$ cat config.mk
export PLATFORM = sky130hd
export DESIGN_NAME = fb_port_ctrl
export DESIGN_NICKNAME = d
export VERILOG_FILES = /design/src/rtl/fb_port_ctrl.sv
export SDC_FILE = /design/constraint.sdc
export NUM_CORES = 1
export LEC_CHECK = 0
export BUFFER_PORTS_ARGS = -buffer_cell sky130_fd_sc_hd__buf_2
export CORE_UTILIZATION = 45
export DETAILED_ROUTE_END_ITERATION = 10
export PLACE_DENSITY_LB_ADDON = 0.05
export SLEW_MARGIN = 10
export SYNTH_ARGS = -nofsm -noshare
export SYNTH_HDL_FRONTEND = slang
export SYNTH_SLANG_ARGS = --single-unit
$ cat constraint.sdc
create_clock -name clk -period 2.35 [get_ports clk]
set_input_delay 0 -clock clk [delete_from_list [all_inputs] [get_ports clk]]
set_output_delay 0 -clock clk [all_outputs]
set_load 0.02 [all_outputs]
$ cat src/rtl/fb_port_ctrl.sv
// fb_port_ctrl: byte-stream command sequencer that owns framebuffer/palette port A.
// Define FB_PORT_CTRL_TIMEOUT_EN to abort stalled commands after TIMEOUT_CYCLES idle cycles.
`timescale 1ns/1ps
module fb_port_ctrl #(
    parameter int unsigned FB_SIZE = 76800
`ifdef FB_PORT_CTRL_TIMEOUT_EN
    ,
    parameter int unsigned TIMEOUT_CYCLES = 1000000
`endif
) (
    input  logic        clk,
    input  logic        rst_n,
    input  logic        cmd_valid,
    output logic        cmd_ready,
    input  logic [7:0]  cmd_byte,
    output logic        rsp_valid,
    input  logic        rsp_ready,
    output logic [7:0]  rsp_byte,
    output logic [16:0] fb_addr,
    output logic [7:0]  fb_wdata,
    output logic        fb_wren,
    input  logic [7:0]  fb_rdata,
    output logic [7:0]  pal_addr,
    output logic [23:0] pal_wdata,
    output logic        pal_wren,
    input  logic [23:0] pal_rdata,
    output logic        busy,
    output logic        err
);

    typedef enum logic [3:0] {
        IDLE,
        HDR,
        WR_DATA,
        RD_ISSUE,
        RD_WAIT,
        RD_RSP,
        PAL_COLLECT,
        PAL_RD_ISSUE,
        PAL_RD_WAIT,
        PAL_RSP,
        FILL
    } state_t;

    localparam logic [16:0] LAST_ADDR = 17'(FB_SIZE - 1);

    state_t      state;
    logic [2:0]  op;
    logic [2:0]  hdr_cnt;
    logic [31:0] hdr_sr;
    logic [16:0] cur;
    logic [15:0] len;
    logic [7:0]  fill_val;
    logic [15:0] rgb_sr;

    logic        cmd_fire;
    logic        rsp_fire;
    logic        to_hit;
    logic [16:0] cur_next;
    logic [39:0] hdr_full;
    logic [23:0] hdr_addr;
    logic [15:0] hdr_len;
    logic        addr_bad;

    assign cmd_ready = (state == IDLE) || (state == HDR) ||
                       (state == WR_DATA) || (state == PAL_COLLECT);
    assign busy      = (state != IDLE);
    assign cmd_fire  = cmd_valid && cmd_ready;
    assign rsp_fire  = rsp_valid && rsp_ready;
    assign cur_next  = (cur == LAST_ADDR) ? '0 : cur + 17'd1;
    assign hdr_full  = {hdr_sr, cmd_byte};
    assign hdr_addr  = hdr_full[39:16];
    assign hdr_len   = hdr_full[15:0];
    assign addr_bad  = ({8'h00, hdr_addr} >= FB_SIZE);

`ifdef FB_PORT_CTRL_TIMEOUT_EN
    logic [31:0] to_cnt;
    logic        to_watch;

    assign to_watch = (state == HDR) || (state == WR_DATA) || (state == PAL_COLLECT) ||
                      (state == RD_RSP) || (state == PAL_RSP);
    assign to_hit   = to_watch && !cmd_fire && !rsp_fire && (to_cnt >= TIMEOUT_CYCLES - 1);

    always_ff @(posedge clk or negedge rst_n) begin
        if (!rst_n) begin
            to_cnt <= '0;
        end else if (!to_watch || cmd_fire || rsp_fire) begin
            to_cnt <= '0;
        end else begin
            to_cnt <= to_cnt + 32'd1;
        end
    end
`else
    assign to_hit = 1'b0;
`endif

    always_ff @(posedge clk or negedge rst_n) begin
        if (!rst_n) begin
            state     <= IDLE;
            op        <= '0;
            hdr_cnt   <= '0;
            hdr_sr    <= '0;
            cur       <= '0;
            len       <= '0;
            fill_val  <= '0;
            rgb_sr    <= '0;
            rsp_valid <= 1'b0;
            rsp_byte  <= '0;
            fb_addr   <= '0;
            fb_wdata  <= '0;
            fb_wren   <= 1'b0;
            pal_addr  <= '0;
            pal_wdata <= '0;
            pal_wren  <= 1'b0;
            err       <= 1'b0;
        end else begin
            fb_wren  <= 1'b0;
            pal_wren <= 1'b0;
            case (state)
                IDLE: begin
                    if (cmd_fire) begin
                        case (cmd_byte)
                            8'h01, 8'h02: begin
                                op      <= cmd_byte[2:0];
                                hdr_cnt <= 3'd5;
                                state   <= HDR;
                            end
                            8'h03, 8'h04, 8'h05: begin
                                op      <= cmd_byte[2:0];
                                hdr_cnt <= 3'd1;
                                state   <= HDR;
                            end
                            default: err <= 1'b1;
                        endcase
                    end
                end
                HDR: begin
                    if (cmd_fire) begin
                        hdr_sr  <= {hdr_sr[23:0], cmd_byte};
                        hdr_cnt <= hdr_cnt - 3'd1;
                        if (hdr_cnt == 3'd1) begin
                            case (op)
                                3'd1, 3'd2: begin
                                    // Reads present the address on entry to RD_ISSUE so the
                                    // 1-cycle RAM latency lands exactly in RD_WAIT.
                                    cur     <= hdr_addr[16:0];
                                    len     <= hdr_len;
                                    fb_addr <= hdr_addr[16:0];
                                    if (addr_bad) begin
                                        err   <= 1'b1;
                                        state <= IDLE;
                                    end else if (hdr_len == 16'd0) begin
                                        state <= IDLE;
                                    end else begin
                                        state <= (op == 3'd1) ? WR_DATA : RD_ISSUE;
                                    end
                                end
                                3'd3: begin
                                    pal_addr <= cmd_byte;
                                    hdr_cnt  <= 3'd3;
                                    state    <= PAL_COLLECT;
                                end
                                3'd4: begin
                                    pal_addr <= cmd_byte;
                                    state    <= PAL_RD_ISSUE;
                                end
                                default: begin
                                    fill_val <= cmd_byte;
                                    cur      <= '0;
                                    state    <= FILL;
                                end
                            endcase
                        end
                    end
                end
                WR_DATA: begin
                    if (cmd_fire) begin
                        fb_wren  <= 1'b1;
                        fb_addr  <= cur;
                        fb_wdata <= cmd_byte;
                        cur      <= cur_next;
                        len      <= len - 16'd1;
                        if (len == 16'd1) state <= IDLE;
                    end
                end
                RD_ISSUE: begin
                    fb_addr <= cur;
                    state   <= RD_WAIT;
                end
                RD_WAIT: begin
                    rsp_byte  <= fb_rdata;
                    rsp_valid <= 1'b1;
                    state     <= RD_RSP;
                end
                RD_RSP: begin
                    if (rsp_ready) begin
                        rsp_valid <= 1'b0;
                        cur       <= cur_next;
                        fb_addr   <= cur_next;
                        len       <= len - 16'd1;
                        state     <= (len == 16'd1) ? IDLE : RD_ISSUE;
                    end
                end
                PAL_COLLECT: begin
                    if (cmd_fire) begin
                        pal_wdata <= {pal_wdata[15:0], cmd_byte};
                        hdr_cnt   <= hdr_cnt - 3'd1;
                        if (hdr_cnt == 3'd1) begin
                            pal_wren <= 1'b1;
                            state    <= IDLE;
                        end
                    end
                end
                PAL_RD_ISSUE: state <= PAL_RD_WAIT;
                PAL_RD_WAIT: begin
                    rsp_byte  <= pal_rdata[23:16];
                    rgb_sr    <= pal_rdata[15:0];
                    rsp_valid <= 1'b1;
                    hdr_cnt   <= 3'd2;
                    state     <= PAL_RSP;
                end
                PAL_RSP: begin
                    if (rsp_ready) begin
                        if (hdr_cnt == 3'd0) begin
                            rsp_valid <= 1'b0;
                            state     <= IDLE;
                        end else begin
                            rsp_byte <= rgb_sr[15:8];
                            rgb_sr   <= {rgb_sr[7:0], 8'h00};
                            hdr_cnt  <= hdr_cnt - 3'd1;
                        end
                    end
                end
                FILL: begin
                    fb_wren  <= 1'b1;
                    fb_addr  <= cur;
                    fb_wdata <= fill_val;
                    cur      <= cur_next;
                    if (cur == LAST_ADDR) state <= IDLE;
                end
                default: state <= IDLE;
            endcase
            if (to_hit) begin
                state     <= IDLE;
                err       <= 1'b1;
                rsp_valid <= 1'b0;
            end
        end
    end

endmodule

## Word level (Yosys, flattened, before mapping)

Index checks and enable logic that the tools add are counted.

- Flip-flop bits (word level): 168
- Input port bits: 44
- Output and inout bits: 71
- Logic and storage cells: 171

- Add/subtract/negate cells: 3
- Order comparisons: 1
- Equality and inequality tests: 40
- Muxes and demuxes: 69
- Bitwise gates (word level): 1
- Reduce and logical (&&, ||, !) cells: 40

Operators with widths:

| kind | count |
|---|---|
| $mux W17 | 9 |
| $pmux W17 S4 | 2 |
| $mux W16 | 7 |
| $mux W4 | 12 |
| $pmux W16 S3 | 1 |
| $pmux W4 S11 | 1 |
| $pmux W17 S2 | 1 |
| $pmux W16 S2 | 1 |
| $ne A2 B2 Y1 const B | 13 |
| $ge A24 B17 Y1 const B | 1 |
| $mux W8 | 3 |
| $pmux W8 S3 | 1 |
| $mux W3 | 7 |
| $reduce_and A6 Y1 | 3 |
| $add A17 B1 Y17 const B | 1 |
| $eq A17 B17 Y1 const B | 1 |
| $eq A16 B1 Y1 const B | 1 |
| $eq A4 B3 Y1 const B | 4 |
| $eq A8 B2 Y1 const B | 2 |
| $eq A8 B3 Y1 const B | 2 |
| $logic_not A16 Y1 | 1 |
| $pmux W8 S2 | 1 |
| $sub A16 B1 Y16 const B | 1 |
| $pmux W3 S5 | 1 |
| other kinds (34) | 77 |

## Depth between registers and ports, before layout

- Depth in word-level cells: 8
- Gate-level depth with buffers: 9
- Mapped depth without buffers: 7

## Worst setup path after synthesis

Ideal clock, no wire load.

- Path kind: flip-flop to flip-flop
- From: register state[1]
- To: register op[0]
- Library setup time: 125 ps
- Data arrival time: 2,089 ps
- Required time: 2,225 ps
- Path slack: 136 ps
- Cell stages (with the launch flop): 8
- Path buffers: 2
- Path through: dfrtp_1 > buf_2 > or2_2 > clkbuf_1 > a21oi_1 > nand2_1 > nor3_2 > mux2_2

- Word-level cells in the longest chain between the ends: 6
- Elaborated cells between the ends (all ways): 9
- Classes of those cells: eq/ne: 3; reduce/logical: 6

RTL lines:

| element | RTL line | RTL |
|---|---|---|
| start: declaration | 47 | `state_t state;` |
| start signal: assignment | 155 | `state <= (op == 3'd1) ? WR_DATA : RD_ISSUE;` |
| start signal: assignment | 201 | `state <= (len == 16'd1) ? IDLE : RD_ISSUE;` |
| $eq A4 B1 Y1 or $logic_not A4 Y1 (tied branches) | 65 | `assign cmd_ready = (state == IDLE) \|\| (state == HDR) \|\|` |
| $logic_or A1 B1 Y1 (2 in a row) | 65 |  |
| $logic_or A1 B1 Y1 * | 66 | `(state == WR_DATA) \|\| (state == PAL_COLLECT);` |
| net cmd_ready | 14 | `output logic cmd_ready,` |
| $logic_and A1 B1 Y1 * | 68 | `assign cmd_fire = cmd_valid && cmd_ready;` |
| $reduce_and A3 Y1 (no source line) * | -- |  |
| end signal: assignment | 124 | `op <= cmd_byte[2:0];` |
| end signal: assignment | 129 | `op <= cmd_byte[2:0];` |
| end: declaration | 48 | `logic [2:0] op;` |

The timed path passes the listed nets; every way through them passes the cells marked *.
A chain may end at the register's enable or synchronous reset.

## Final worst setup path

- From: register len[10]
- To: register state[0]

- Word-level cells in the longest chain between the ends: 4
- Elaborated cells between the ends (all ways): 6
- Classes of those cells: eq/ne: 2; mux: 3; reduce/logical: 1

RTL lines:

| element | RTL line | RTL |
|---|---|---|
| start: declaration | 52 | `logic [15:0] len;` |
| start signal: assignment | 147 | `len <= hdr_len;` |
| start signal: assignment | 182 | `len <= len - 16'd1;` |
| start signal: assignment | 200 | `len <= len - 16'd1;` |
| $eq A16 B1 Y1 * | 183, 201 |  |
| $mux W2 | 201 |  |
| $mux W4 | 196 | `if (rsp_ready) begin` |
| $pmux W4 S11 | 119 | `case (state)` |

Every way passes the cells marked *; elsewhere a longest branch is shown, timed or not. The select of a mux whose other input is x is not followed.

==> results.py <==
metrics = {
    "global_route": {
        "grt_first_pass_wirelength_um": 39100,
        "grt_pass1_vias": 7197,
        "grt_use_total": 0.255,
        "grt_remaining_overflow": 0,
        "grt_start_max_net_pins": 68,
        "antenna_found_initial": 0,
    },
    "logic_synthesis": {
        "synth_area_leaders": "dfrtp_1 (49%), mux2_2 (11%), a21oi_1 (3.5%)",
        "ys_ff_latch": 168,
        "yosys.cell_types.count": 80,
        "synth_most_common_cell": "dfrtp_1",
        "synthTopCellsByCount": "dfrtp_1 (168), mux2_2 (84), nor2_1 (68)",
        "yosysTopAreaCellShare": 0.486,
        "synth.avg_cell_area_um2": 10.5,
        "synth.cell_area_um2": 8650,
        "synth_cells": 826,
        "synth_nets": 876,
        "ys_warn_count": 0,
        "synth_top_area_cell": "dfrtp_1",
        "dominantRegCellSynth": "dfrtp_1",
        "async_reset_ff_frac": 1.00,
        "seq_area_frac_synth": 0.486,
        "synth-edff-count": 0,
    },
    "drt": {
        "num_vias": 7409,
        "drt_first_pass_iters": 5,
        "routed_wl_um": 24500,
        "wl_per_cell_um": 19.5,
        "viasPerCell": 5.90,
        "drt_iter0_markers": 491,
        "postRouteAntennaNets": 0,
        "drc": 0,
    },
    "timing": {
        "finalSetupViolCount": 0,
        "hold_viol_final": 0,
        "fin_ws_ns": 0.0432,
        "period_share": 0.982,
        "fmax_mhz": 434,
        "slew_headroom": 0.565,
        "fin_crit_ns": 2.31,
        "maxSlewViolCount": 0,
        "clock_skew_ns": 0.00997,
        "worst_hold_slack_ns": 0.0103,
        "worst_pin_slew_ns": 0.652,
    },
    "floorplanning": {
        "die_h_um": 141,
        "die_area_um2": 19800,
        "core_um2": 18800,
        "die_w_um": 141,
        "io_pins": 115,
        "rows": 50,
        "start_util": 0.461,
    },
    "critical_path": {
        "worst-endpoint-arrival_ns": 2.62,
        "reg2regPathDepth": 6,
        "rr_endpoint": "state[0]$_DFFE_PN0P_",
        "crit_path_max_fanout": 5,
        "path_class": "flop to flop",
        "end_kind": "flop",
        "timing.rr.start": "len[10]$_DFFE_PN0P_",
        "reg2reg_slack_ns": 0.04,
        "cp_data_required_time_ns": 2.66,
        "cp-start-kind": "flop",
    },
    "placed_design": {
        "dpl.hpwl_um": 16800,
        "gp_congestion": 0.878,
        "numPortBuffers": 114,
        "pre_cts_slack_ns": -0.0794,
        "placed_cells": 1181,
    },
    "cells_and_area": {
        "fin_cells": 1256,
        "syn_to_final_growth_pct": 26.9,
        "fill_cells": 1620,
        "antenna_cells": 0,
        "drive_gt1_frac": 0.321,
        "nNetsFinal": 1059,
        "utilization": 0.585,
    },
    "clocking": {
        "ctsRootBufferMaster": "clkbuf_16",
        "numCtsBuffers": 17,
        "clk_pin_slew_ns": 0.08,
        "clock_latency_ns": 0.43,
        "cts-htree-levels": 4,
        "clock_sinks": 168,
        "cts_tree": "done",
        "clock_path_buffers": 2,
    },
    "power_and_ir_drop": {
        "p_total_mw": 15.2,
        "vdd_drop_max_mv": 0.543,
        "p_int_mw": 8.74,
        "power_leakage_nw": 4.89,
        "switchingPower_mw": 6.48,
        "power_density_nw_per_um2": 1390,
        "swShare": 0.426,
        "clockPowerShare": 0.184,
        "seqPwrFrac": 0.337,
        "combPwrFrac": 0.479,
    },
    "worst_hold_path": {
        "hold_end": "pal_wdata[7]$_DFFE_PN0P_",
        "hold_path.class": "input pin to flop",
        "whs_path_depth": 3,
        "hold_start": "cmd_byte[7]",
    },
    "run_status": {
        "outcome": "complete, no violations",
    },
    "job": {
        "maxCapViolations": 0,
    },
}
power groups by stage:
stage	clock (mW)	combinational [mW]	sequential (mW)
2_1_floorplan	0	4.41	5.23
3_3_place_gp	0	6.97	5.11
3_5_place_dp	0	7.10	5.17
4_1_cts	2.86	7.21	5.12
5_1_grt	2.95	7.94	5.30
6_report	2.80	7.29	5.13
metal layers:
| metal | global-route usage | vias up | wire (um) |
|---|---|---|---|
| met5 | 0 | - | 0 |
| met4 | 0.0732 | 0 | 413 |
| met3 | 0.0496 | 36 | 988 |
| met2 | 0.411 | 202 | 11900 |
| met1 | 0.350 | 3720 | 11300 |
| li1 | - | 3451 | - |
kinds of logic (layout without fill, tap and decap cells):
kind of cell / count (synthesis) / count (layout) / synth area share
simple gates: 233 / 233 / 0.142
xor+xnor: 4 / 4 / 0.00405
mux: 106 / 106 / 0.135
flops: 168 / 168 / 0.486
compound gates: 237 / 237 / 0.189
buf+inv: 72 / 268 / 0.0347
fa+ha+maj: 6 / 6 / 0.00867
registers in the layout (all words and copies together), names as in the netlist, 4 cells and up:
signal and cells:
cur 17, fb_addr 17, fb_wdata 8, fill_val 8
hdr_sr 32, len 16, pal_addr 8, pal_wdata 24
rgb_sr 16, rsp_byte 8, state 4
worst max path at each step:
stage | end | start | slack, ns | cells past startpoint
3_3_place_gp | state[0]$_DFFE_PN0P_ | len[1]$_DFFE_PN0P_ | -0.04 | 7
5_1_grt | state[0]$_DFFE_PN0P_ | len[10]$_DFFE_PN0P_ | -0.004 | 6
2_1_floorplan | op[0]$_DFFE_PN0P_ | state[1]$_DFFE_PN0P_ | 0.14 | 7
3_5_place_dp | state[3]$_DFFE_PN0P_ | len[1]$_DFFE_PN0P_ | -0.08 | 8
4_1_cts | state[3]$_DFFE_PN0P_ | len[10]$_DFFE_PN0P_ | 0.03 | 6
6_report | state[0]$_DFFE_PN0P_ | len[10]$_DFFE_PN0P_ | 0.04 | 6
timing repair:
item,4_1_cts,5_1_grt
endpoints found under the setup margin,4,29
pin swaps,1,3
endpoints found under the hold margin,111,0
resized for setup,4,3
setup buffers,0,4
hold buffers,39,0
cell usage in the layout, fill, tap and decap left out, drive strengths merged, types with 7 or more instances in the layout:
cell         count
o21ai           53
dfrtp          168
a221oi          14
or3              8
mux2i           21
o22ai           11
buf            178
a31oi           17
a22o             8
nand2           56
a22oi           10
inv             28
o2bb2ai          8
nand2b           9
clkbuf          17
nor2            70
dlygate4sd3     39
a221o            9
mux2            85
nor4             8
nor3            29
a21oi           61
nand3            7
layout make-up:
cell class              instances  area [um2]  area share
repair buffers                217        1620       0.148
well taps                     234         293      0.0267
inverters                      19        71.3     0.00650
flip-flops and latches        168        4200       0.383
clock buffers                  17         425      0.0387
clock inverters                15         169      0.0154
multi-input cells             586        4200       0.382
through the flow:
step	setup TNS, ns	instance area, um2
final	0	11000
after global routing	-0.00442	11000
after CTS	0	10900
after detailed placement	-0.217	9900
after global placement	-0.0402	9900
after floorplan	0	8650
worst max-delay path, cell delays in order, from the launching register on:
cell,delay [ns]
dfrtp_1,0.40
or4_1,0.67
nor4_4,0.29
buf_4,0.18
o22ai_2,0.07
nor3_1,0.21
mux2_2,0.36
Power figures use the tool's default switching activity.
